==> src/rtl/wb_fifo_pkg.sv <==
// ============================================================================
// Module      : wb_fifo_pkg
// Description : Shared types and helpers for the Wishbone pipelined FIFO.
//               ctrl_state_e enumerates the downstream controller states;
//               level_width() sizes an entry counter able to hold 0..DEPTH.
// Revision    : 1.0 - initial release
// ============================================================================
`default_nettype none

package wb_fifo_pkg;

    typedef enum logic [1:0] {
        CS_IDLE = 2'd0,
        CS_REQ  = 2'd1,
        CS_WAIT = 2'd2
    } ctrl_state_e;

    // A counter for 2**addr_width entries must also represent the full value.
    function automatic int level_width(input int addr_width);
        return addr_width + 1;
    endfunction

endpackage

`default_nettype wire

==> src/rtl/wb_fifo_if.sv <==
// ============================================================================
// Module      : wb_fifo_if
// Description : Wishbone pipelined bus bundle.
//               master drives cyc/stb/we/dat_m, slave drives dat_s/stall/
//               ack/err.
// Ports       : cyc, stb, we, dat_m (master -> slave)
//               dat_s, stall, ack, err (slave -> master)
// Revision    : 1.0 - initial release
// ============================================================================
`default_nettype none

interface wb_fifo_if #(
    parameter int DATA_WIDTH = 8
);
    logic                  cyc;
    logic                  stb;
    logic                  we;
    logic [DATA_WIDTH-1:0] dat_m;
    logic [DATA_WIDTH-1:0] dat_s;
    logic                  stall;
    logic                  ack;
    logic                  err;

    modport master (output cyc, stb, we, dat_m, input dat_s, stall, ack, err);
    modport slave  (input cyc, stb, we, dat_m, output dat_s, stall, ack, err);
endinterface

`default_nettype wire

==> src/rtl/wb_fifo_ptr.sv <==
// ============================================================================
// Module      : wb_fifo_ptr
// Description : Wrapping FIFO pointer, modulo 2**ADDR_WIDTH. clr has
//               priority over inc.
// Ports       : clk_i, rst_ni  - clock, async active-low reset
//               inc, clr       - advance / return to zero
//               ptr            - current pointer
//               ptr_next       - ptr + 1 (wrapped), for look-ahead reads
// Revision    : 1.0 - initial release
// ============================================================================
`default_nettype none

module wb_fifo_ptr #(
    parameter int ADDR_WIDTH = 4
) (
    input  wire logic                  clk_i,
    input  wire logic                  rst_ni,
    input  wire logic                  inc,
    input  wire logic                  clr,
    output logic      [ADDR_WIDTH-1:0] ptr,
    output logic      [ADDR_WIDTH-1:0] ptr_next
);

    assign ptr_next = ptr + ADDR_WIDTH'(1);

    always_ff @(posedge clk_i or negedge rst_ni) begin
        if (!rst_ni) begin
            ptr <= '0;
        end else if (clr) begin
            ptr <= '0;
        end else if (inc) begin
            ptr <= ptr_next;
        end
    end

endmodule

`default_nettype wire

==> src/rtl/wb_fifo_pipe.sv <==
// ============================================================================
// Module      : wb_fifo_pipe
// Description : Parametrised Wishbone pipelined FIFO. Upstream is a device
//               port (write = push, read = level). Downstream is a controller
//               port draining entries as single write cycles, retrying the
//               head on err. Synchronous flush, level and threshold flags.
// Ports       : clk_i, rst_ni  - clock, async active-low reset
//               flush_i        - synchronous discard of all entries
//               wbi            - upstream Wishbone (slave modport)
//               wbo            - downstream Wishbone (master modport)
//               level_o        - entry count 0..DEPTH
//               full_o, empty_o, almost_full_o, almost_empty_o - flags
// Macro       : WB_FIFO_BURST_EN - keep cyc high and chain entries back to
//               back (2 cycles/entry) when more than one entry is queued.
// Revision    : 1.0 - initial release
// ============================================================================
`default_nettype none

module wb_fifo_pipe
    import wb_fifo_pkg::*;
#(
    parameter int DATA_WIDTH = 8,
    parameter int ADDR_WIDTH = 4,
    parameter int AF_THRESH  = (1 << ADDR_WIDTH) - 2,
    parameter int AE_THRESH  = 2
) (
    input  wire logic                                clk_i,
    input  wire logic                                rst_ni,
    input  wire logic                                flush_i,
    wb_fifo_if.slave                                 wbi,
    wb_fifo_if.master                                wbo,
    output logic      [level_width(ADDR_WIDTH)-1:0]  level_o,
    output logic                                     full_o,
    output logic                                     empty_o,
    output logic                                     almost_full_o,
    output logic                                     almost_empty_o
);

    localparam int DEPTH = 1 << ADDR_WIDTH;
    localparam int LW    = level_width(ADDR_WIDTH);

    localparam logic [1:0] S_IDLE = CS_IDLE;
    localparam logic [1:0] S_REQ  = CS_REQ;
    localparam logic [1:0] S_WAIT = CS_WAIT;

    logic [DATA_WIDTH-1:0] mem [DEPTH];
    logic [LW-1:0]         level;
    logic [ADDR_WIDTH-1:0] rd_ptr, rd_ptr_next, wr_ptr, wr_ptr_next;

    logic                  accept, push, rd, pop;
    logic                  up_ack;
    logic [DATA_WIDTH-1:0] up_dat;

    logic [1:0]            state;
    logic                  dn_cyc, dn_stb, in_flight;
    logic [DATA_WIDTH-1:0] dn_dat;

    // ---------------------------------------------------------------- flags
    assign level_o        = level;
    assign full_o         = (level == LW'(DEPTH));
    assign empty_o        = (level == '0);
    assign almost_full_o  = (level >= LW'(AF_THRESH));
    assign almost_empty_o = (level <= LW'(AE_THRESH));

    // ------------------------------------------------------------- upstream
    // Stall comes straight from the registered level, so a push can never
    // land on a full FIFO.
    assign accept = wbi.cyc & wbi.stb & ~full_o;
    assign push   = accept & wbi.we & ~flush_i;
    assign rd     = accept & ~wbi.we;

    always_ff @(posedge clk_i or negedge rst_ni) begin
        if (!rst_ni) begin
            up_ack <= 1'b0;
            up_dat <= '0;
        end else begin
            up_ack <= accept;
            up_dat <= rd ? DATA_WIDTH'(level) : '0;
        end
    end

    assign wbi.stall = full_o;
    assign wbi.ack   = up_ack;
    assign wbi.dat_s = up_dat;
    assign wbi.err   = 1'b0;

    // ------------------------------------------------------ storage, level
    always_ff @(posedge clk_i) begin
        if (push) begin
            mem[wr_ptr] <= wbi.dat_m;
        end
    end

    // Only an ack for a cycle that is still owned (not flushed) retires
    // the head; err leaves it in place for a retry.
    assign pop = (state == S_WAIT) & wbo.ack & ~wbo.err & in_flight & ~flush_i;

    always_ff @(posedge clk_i or negedge rst_ni) begin
        if (!rst_ni) begin
            level <= '0;
        end else if (flush_i) begin
            level <= '0;
        end else if (push && !pop) begin
            level <= level + LW'(1);
        end else if (pop && !push) begin
            level <= level - LW'(1);
        end
    end

    wb_fifo_ptr #(.ADDR_WIDTH(ADDR_WIDTH)) u_wr_ptr (
        .clk_i    (clk_i),
        .rst_ni   (rst_ni),
        .inc      (push),
        .clr      (flush_i),
        .ptr      (wr_ptr),
        .ptr_next (wr_ptr_next)
    );

    wb_fifo_ptr #(.ADDR_WIDTH(ADDR_WIDTH)) u_rd_ptr (
        .clk_i    (clk_i),
        .rst_ni   (rst_ni),
        .inc      (pop),
        .clr      (flush_i),
        .ptr      (rd_ptr),
        .ptr_next (rd_ptr_next)
    );

    // ------------------------------------------------ downstream controller
    always_ff @(posedge clk_i or negedge rst_ni) begin
        if (!rst_ni) begin
            state     <= S_IDLE;
            dn_cyc    <= 1'b0;
            dn_stb    <= 1'b0;
            dn_dat    <= '0;
            in_flight <= 1'b0;
        end else begin
            // A flushed cycle still completes on the bus but no longer owns
            // an entry.
            if (flush_i) begin
                in_flight <= 1'b0;
            end
            case (state)
                S_IDLE: begin
                    if (!empty_o && !flush_i) begin
                        state     <= S_REQ;
                        dn_cyc    <= 1'b1;
                        dn_stb    <= 1'b1;
                        dn_dat    <= mem[rd_ptr];
                        in_flight <= 1'b1;
                    end
                end
                S_REQ: begin
                    if (!wbo.stall) begin
                        state  <= S_WAIT;
                        dn_stb <= 1'b0;
                    end
                end
                S_WAIT: begin
                    if (wbo.err) begin
                        state     <= S_IDLE;
                        dn_cyc    <= 1'b0;
                        in_flight <= 1'b0;
                    end else if (wbo.ack) begin
`ifdef WB_FIFO_BURST_EN
                        // level > 1 guarantees a further entry behind the
                        // one popping now.
                        if (in_flight && !flush_i && level > LW'(1)) begin
                            state  <= S_REQ;
                            dn_stb <= 1'b1;
                            dn_dat <= mem[rd_ptr_next];
                        end else begin
                            state     <= S_IDLE;
                            dn_cyc    <= 1'b0;
                            in_flight <= 1'b0;
                        end
`else
                        state     <= S_IDLE;
                        dn_cyc    <= 1'b0;
                        in_flight <= 1'b0;
`endif
                    end
                end
                default: begin
                    state     <= S_IDLE;
                    dn_cyc    <= 1'b0;
                    dn_stb    <= 1'b0;
                    in_flight <= 1'b0;
                end
            endcase
        end
    end

    assign wbo.cyc   = dn_cyc;
    assign wbo.stb   = dn_stb;
    assign wbo.we    = dn_cyc;
    assign wbo.dat_m = dn_dat;

    logic unused_ok;
    assign unused_ok = ^{wbo.dat_s, wr_ptr_next, rd_ptr_next};

endmodule

`default_nettype wire

==> src/flat_wrapper.sv <==
// flat-port wrapper written by rule: the top's interface ports become plain ports
module wb_fifo_pipe_flat import wb_fifo_pkg::*;
#(
    parameter int DATA_WIDTH = 8,
    parameter int ADDR_WIDTH = 4,
    parameter int AF_THRESH  = (1 << ADDR_WIDTH) - 2,
    parameter int AE_THRESH  = 2
)
  (clk_i, rst_ni, flush_i, level_o, full_o, empty_o, almost_full_o, almost_empty_o, wbi_cyc, wbi_stb, wbi_we, wbi_dat_m, wbi_dat_s, wbi_stall, wbi_ack, wbi_err, wbo_cyc, wbo_stb, wbo_we, wbo_dat_m, wbo_dat_s, wbo_stall, wbo_ack, wbo_err);
  wb_fifo_if #(.DATA_WIDTH(DATA_WIDTH)) wbi_i ();
  wb_fifo_if #(.DATA_WIDTH(DATA_WIDTH)) wbo_i ();
  input  wire logic clk_i;
  input  wire logic rst_ni;
  input  wire logic flush_i;
  output logic      [level_width(ADDR_WIDTH)-1:0] level_o;
  output logic full_o;
  output logic empty_o;
  output logic almost_full_o;
  output logic almost_empty_o;
  input wire logic [$bits(wbi_i.cyc)-1:0] wbi_cyc;
  input wire logic [$bits(wbi_i.stb)-1:0] wbi_stb;
  input wire logic [$bits(wbi_i.we)-1:0] wbi_we;
  input wire logic [$bits(wbi_i.dat_m)-1:0] wbi_dat_m;
  output wire logic [$bits(wbi_i.dat_s)-1:0] wbi_dat_s;
  output wire logic [$bits(wbi_i.stall)-1:0] wbi_stall;
  output wire logic [$bits(wbi_i.ack)-1:0] wbi_ack;
  output wire logic [$bits(wbi_i.err)-1:0] wbi_err;
  output wire logic [$bits(wbo_i.cyc)-1:0] wbo_cyc;
  output wire logic [$bits(wbo_i.stb)-1:0] wbo_stb;
  output wire logic [$bits(wbo_i.we)-1:0] wbo_we;
  output wire logic [$bits(wbo_i.dat_m)-1:0] wbo_dat_m;
  input wire logic [$bits(wbo_i.dat_s)-1:0] wbo_dat_s;
  input wire logic [$bits(wbo_i.stall)-1:0] wbo_stall;
  input wire logic [$bits(wbo_i.ack)-1:0] wbo_ack;
  input wire logic [$bits(wbo_i.err)-1:0] wbo_err;
  assign wbi_i.cyc = wbi_cyc;
  assign wbi_i.stb = wbi_stb;
  assign wbi_i.we = wbi_we;
  assign wbi_i.dat_m = wbi_dat_m;
  assign wbi_dat_s = wbi_i.dat_s;
  assign wbi_stall = wbi_i.stall;
  assign wbi_ack = wbi_i.ack;
  assign wbi_err = wbi_i.err;
  assign wbo_cyc = wbo_i.cyc;
  assign wbo_stb = wbo_i.stb;
  assign wbo_we = wbo_i.we;
  assign wbo_dat_m = wbo_i.dat_m;
  assign wbo_i.dat_s = wbo_dat_s;
  assign wbo_i.stall = wbo_stall;
  assign wbo_i.ack = wbo_ack;
  assign wbo_i.err = wbo_err;
  wb_fifo_pipe #(.DATA_WIDTH(DATA_WIDTH), .ADDR_WIDTH(ADDR_WIDTH), .AF_THRESH(AF_THRESH), .AE_THRESH(AE_THRESH)) u_core (.clk_i(clk_i), .rst_ni(rst_ni), .flush_i(flush_i), .wbi(wbi_i), .wbo(wbo_i), .level_o(level_o), .full_o(full_o), .empty_o(empty_o), .almost_full_o(almost_full_o), .almost_empty_o(almost_empty_o));
endmodule
==> config.mk <==
export PLATFORM = sky130hd
export DESIGN_NAME = wb_fifo_pipe_flat
export DESIGN_NICKNAME = d
export VERILOG_FILES = /design/src/rtl/wb_fifo_pkg.sv /design/src/rtl/wb_fifo_if.sv /design/src/rtl/wb_fifo_ptr.sv /design/src/rtl/wb_fifo_pipe.sv /design/src/flat_wrapper.sv
export SDC_FILE = /design/constraint.sdc
export NUM_CORES = 1
export LEC_CHECK = 0
export BUFFER_PORTS_ARGS = -buffer_cell sky130_fd_sc_hd__buf_4
export CORE_MARGIN = 2
export CORE_UTILIZATION = 64
export CTS_CLUSTER_DIAMETER = 40
export DETAILED_ROUTE_END_ITERATION = 8
export PLACE_DENSITY = 0.85
export SYNTH_ARGS = -nofsm -noshare
export SYNTH_HDL_FRONTEND = slang
export SYNTH_SLANG_ARGS = --single-unit
==> constraint.sdc <==
create_clock -name clk_i -period 4.74 [get_ports clk_i]
set_input_delay 0.237 -clock clk_i [delete_from_list [all_inputs] [get_ports clk_i]]
set_output_delay 0.237 -clock clk_i [all_outputs]
set_load 0.01 [all_outputs]
==> flow_summary.ini <==
[yosys]
async_reset_ff_share_pct = 20.0
ys.flop_type = edfxtp_1
avgSynthCellArea_um2 = 17.9
synth.most_common_cell = edfxtp_1
synth_commonest_cells = edfxtp_1 (128), dfrtp_1 (32), mux4_2 (32), nor2_1 (32), nand2_1 (20)
yosysSeqAreaShare_pct = 70.5
synth_cell_types = 47
synth_top_area_cell = edfxtp_1
synth_area_leaders = edfxtp_1 (58%), dfrtp_1 (12%), mux4_2 (11%), mux2i_1 (2.9%), nor2_1 (1.8%)
yosys_warnings = 0
synth_enable_flop_cells = 128
syn-instance-count = 369
syn-cell-area_mm2 = 0.00659
synth-seq-cells = 160
synth_top_area_share_pct = 58.3

[hold_path]
min_path_cells = 1
min_to = u_core.mem[11][1]
hold_start = wbi_dat_m[1]
hp-class = in2reg

[layout]
multi_input_area_mm2 = 0.00180
layout-drive-gt1-share_pct = 29.9
area_delta_synth_final_pct = 15.5
diodes = 0
fin_area_mm2 = 0.00761
regArea_mm2 = 0.00465
fin_nets = 453
fill_cells = 561

[power_and_ir_drop]
leakage_uw = 0.00263
ir_drop_v = 0.000304
power_per_cell_area_mw_per_mm2 = 423

[sta]
hold_viol_final = 0
drv_slew = 0
fin_crit_sh_pct = 65.8
max_slew_margin_pct = 27.0
rsz0062_at_grt = false
final.min_clock_period_ns = 3.12
skew_ns = 0.00921
setup_viol = 0
worst_slew_pin_slew_ns = 1.10
setup-tns-final_ns = 0
max_freq_ghz = 0.321

[setup_path]
cp_top_family = simple AND/OR/NAND/NOR gates
cp_slowest_cell = or4_1
critPathLaunchType = register
r2r-end = u_core.level_o[4]
slowest_delay_ns = 0.65
r2r_start = u_core.level_o[1]
cp.required_ns = 5.14
cp_max_fo = 9
cp_cell_sequence = nor4_2 > and2_1 > or4_1 > fa_1 > a21o_1 > a21oi_1 > nor2_1 > a22oi_1 > mux2_1
cp-end-kind = register
worstSetupPathType = reg2reg
worstPathArrival_ns = 3.52
r2r_cells = 9
r2r_slack_ns = 1.62
cp_num_buf_inv = 0

[placed_design]
dpl.hpwl_mm = 7.48
port-buffer-count = 43
placed_cell_area_mm2 = 0.00700
gp_congestion = 0.780

[die]
io_pins = 56
die_y_um = 105
fp.dieW_um = 105
initial_core_util_pct = 65.0
die_area_mm2 = 0.0111
core-area_mm2 = 0.0101
core.rowCount = 37

[clock_network]
worstSkewPairLatency_ns = 0.52
cts_tree = done
postCtsSetupRepairBufs = 0
cts_buffers = 17
clock-root-buffer = clkbuf_8
ctsResizeCount = 0
clk_pin_slew_ns = 0.07
clk_path_buf_depth = 2
numClockSinks = 160
htreeDepth = 4
cts.hold.buffers_added = 3

[route]
drtIter0Drc = 290
post-route-drc-count = 0
wire_per_inst_um = 21.7
drtAntennaViolNets = 0
vias_per_cell = 6.09
via_count = 3455
wirelength_mm = 12.3
drt_first_pass_iters = 5

[global_routing]
grt_overflow = 0
grt_pass1_wl_mm = 19.3
grt_antenna_before_repair = 0
grt_use_total_pct = 24.0
grt_max_degree = 36
first_global_vias = 3543

[run]
cap_violations = 0

[outcome]
outcome = complete, no violations
## power by group
part | internal (uW) | leakage, uW | switching [uW]
clock | 680 | 0.000278 | 616
combinational | 150 | 0.000777 | 152
sequential | 1570 | 0.00157 | 53.7
total | 2400 | 0.00263 | 821
## final cells by class
cell class,instances,area share (%)
sequential,160,61.0
multi-input combinational,184,23.7
clock buffer,17,5.44
timing repair buffer,52,5.23
tap,136,2.24
clock inverter,15,2.22
inverter,3,0.148
## logic make-up after synthesis
group | Yosys count | synth area share [%]
flops | 160 | 70.5
simple gates | 84 | 6.28
mux | 52 | 14.0
buf+inv | 28 | 2.35
compound gates | 25 | 3.53
fa+ha+maj | 10 | 2.01
xor+xnor | 9 | 1.31
other cells | 1 | 0.0569
## metrics by stage
step	worst slack [ns]	utilization, %	hold WS, ns	instances	total power, uW
after floorplan	1.85	-	-0.0586	372	1810
after CTS	1.65	75.1	0.00414	567	3240
after global placement	1.76	69.0	0.193	532	1940
final	1.62	75.1	0.00908	567	3220
after detailed placement	1.67	69.0	0.197	532	1950
after global routing	1.45	75.1	0.0139	567	3330
## routing by layer
metal / vias to the layer above / share of wire, % / track usage (%)
li1: 1532 / - / -
met1: 1764 / 41 / 32.0
met2: 133 / 52 / 39.4
met3: 26 / 5.5 / 5.07
met4: 0 / 1.9 / 9.05
met5: - / 0 / 0
## registers in the layout, summed over array words and instances (netlist names)
register / count
u_core.mem: 128
u_core.wbo.stb: 1
u_core.u_wr_ptr.ptr: 4
u_core.state: 2
u_core.wbi.ack: 1
u_core.u_rd_ptr.ptr: 4
u_core.wbi.dat_s: 5
u_core.wbo.dat_m: 8
u_core.wbo.cyc: 1
u_core.level_o: 5
u_core.in_flight: 1
## how the worst max path moves through the flow
stage / from / cells after the start / to / slack (ns)
finish: u_core.level_o[1] / 9 / u_core.level_o[4] / 1.62
global route: u_core.level_o[1] / 9 / u_core.level_o[4] / 1.45
CTS: u_core.level_o[1] / 9 / u_core.level_o[4] / 1.65
detailed placement: u_core.level_o[1] / 9 / u_core.level_o[4] / 1.67
global placement: u_core.level_o[1] / 9 / u_core.level_o[4] / 1.76
floorplan: u_core.level_o[1] / 9 / u_core.level_o[4] / 1.85
## placed cells by master, fill, tap and decap left out, types with 2 or more instances in the layout
cell type and n:
clkbuf_16 16, conb_1 4, clkinv_8 4, nor3b_1 4, buf_4 49, o221ai_2 8
edfxtp_1 128, clkinv_4 3, a2bb2oi_1 2, mux2i_1 19, nand2_1 20, dlygate4sd3_1 3
xor2_1 5, nand3_1 2, xnor2_1 3, ha_1 9, nand4_1 2, nor2_1 32
nand2b_1 2, inv_8 4, inv_1 3, a21oi_1 7, clkinvlp_4 2, or4_1 2
inv_6 2, nor3_1 8, and2_1 2, mux4_2 32, dfrtp_1 31
Power figures use the tool's default switching activity.
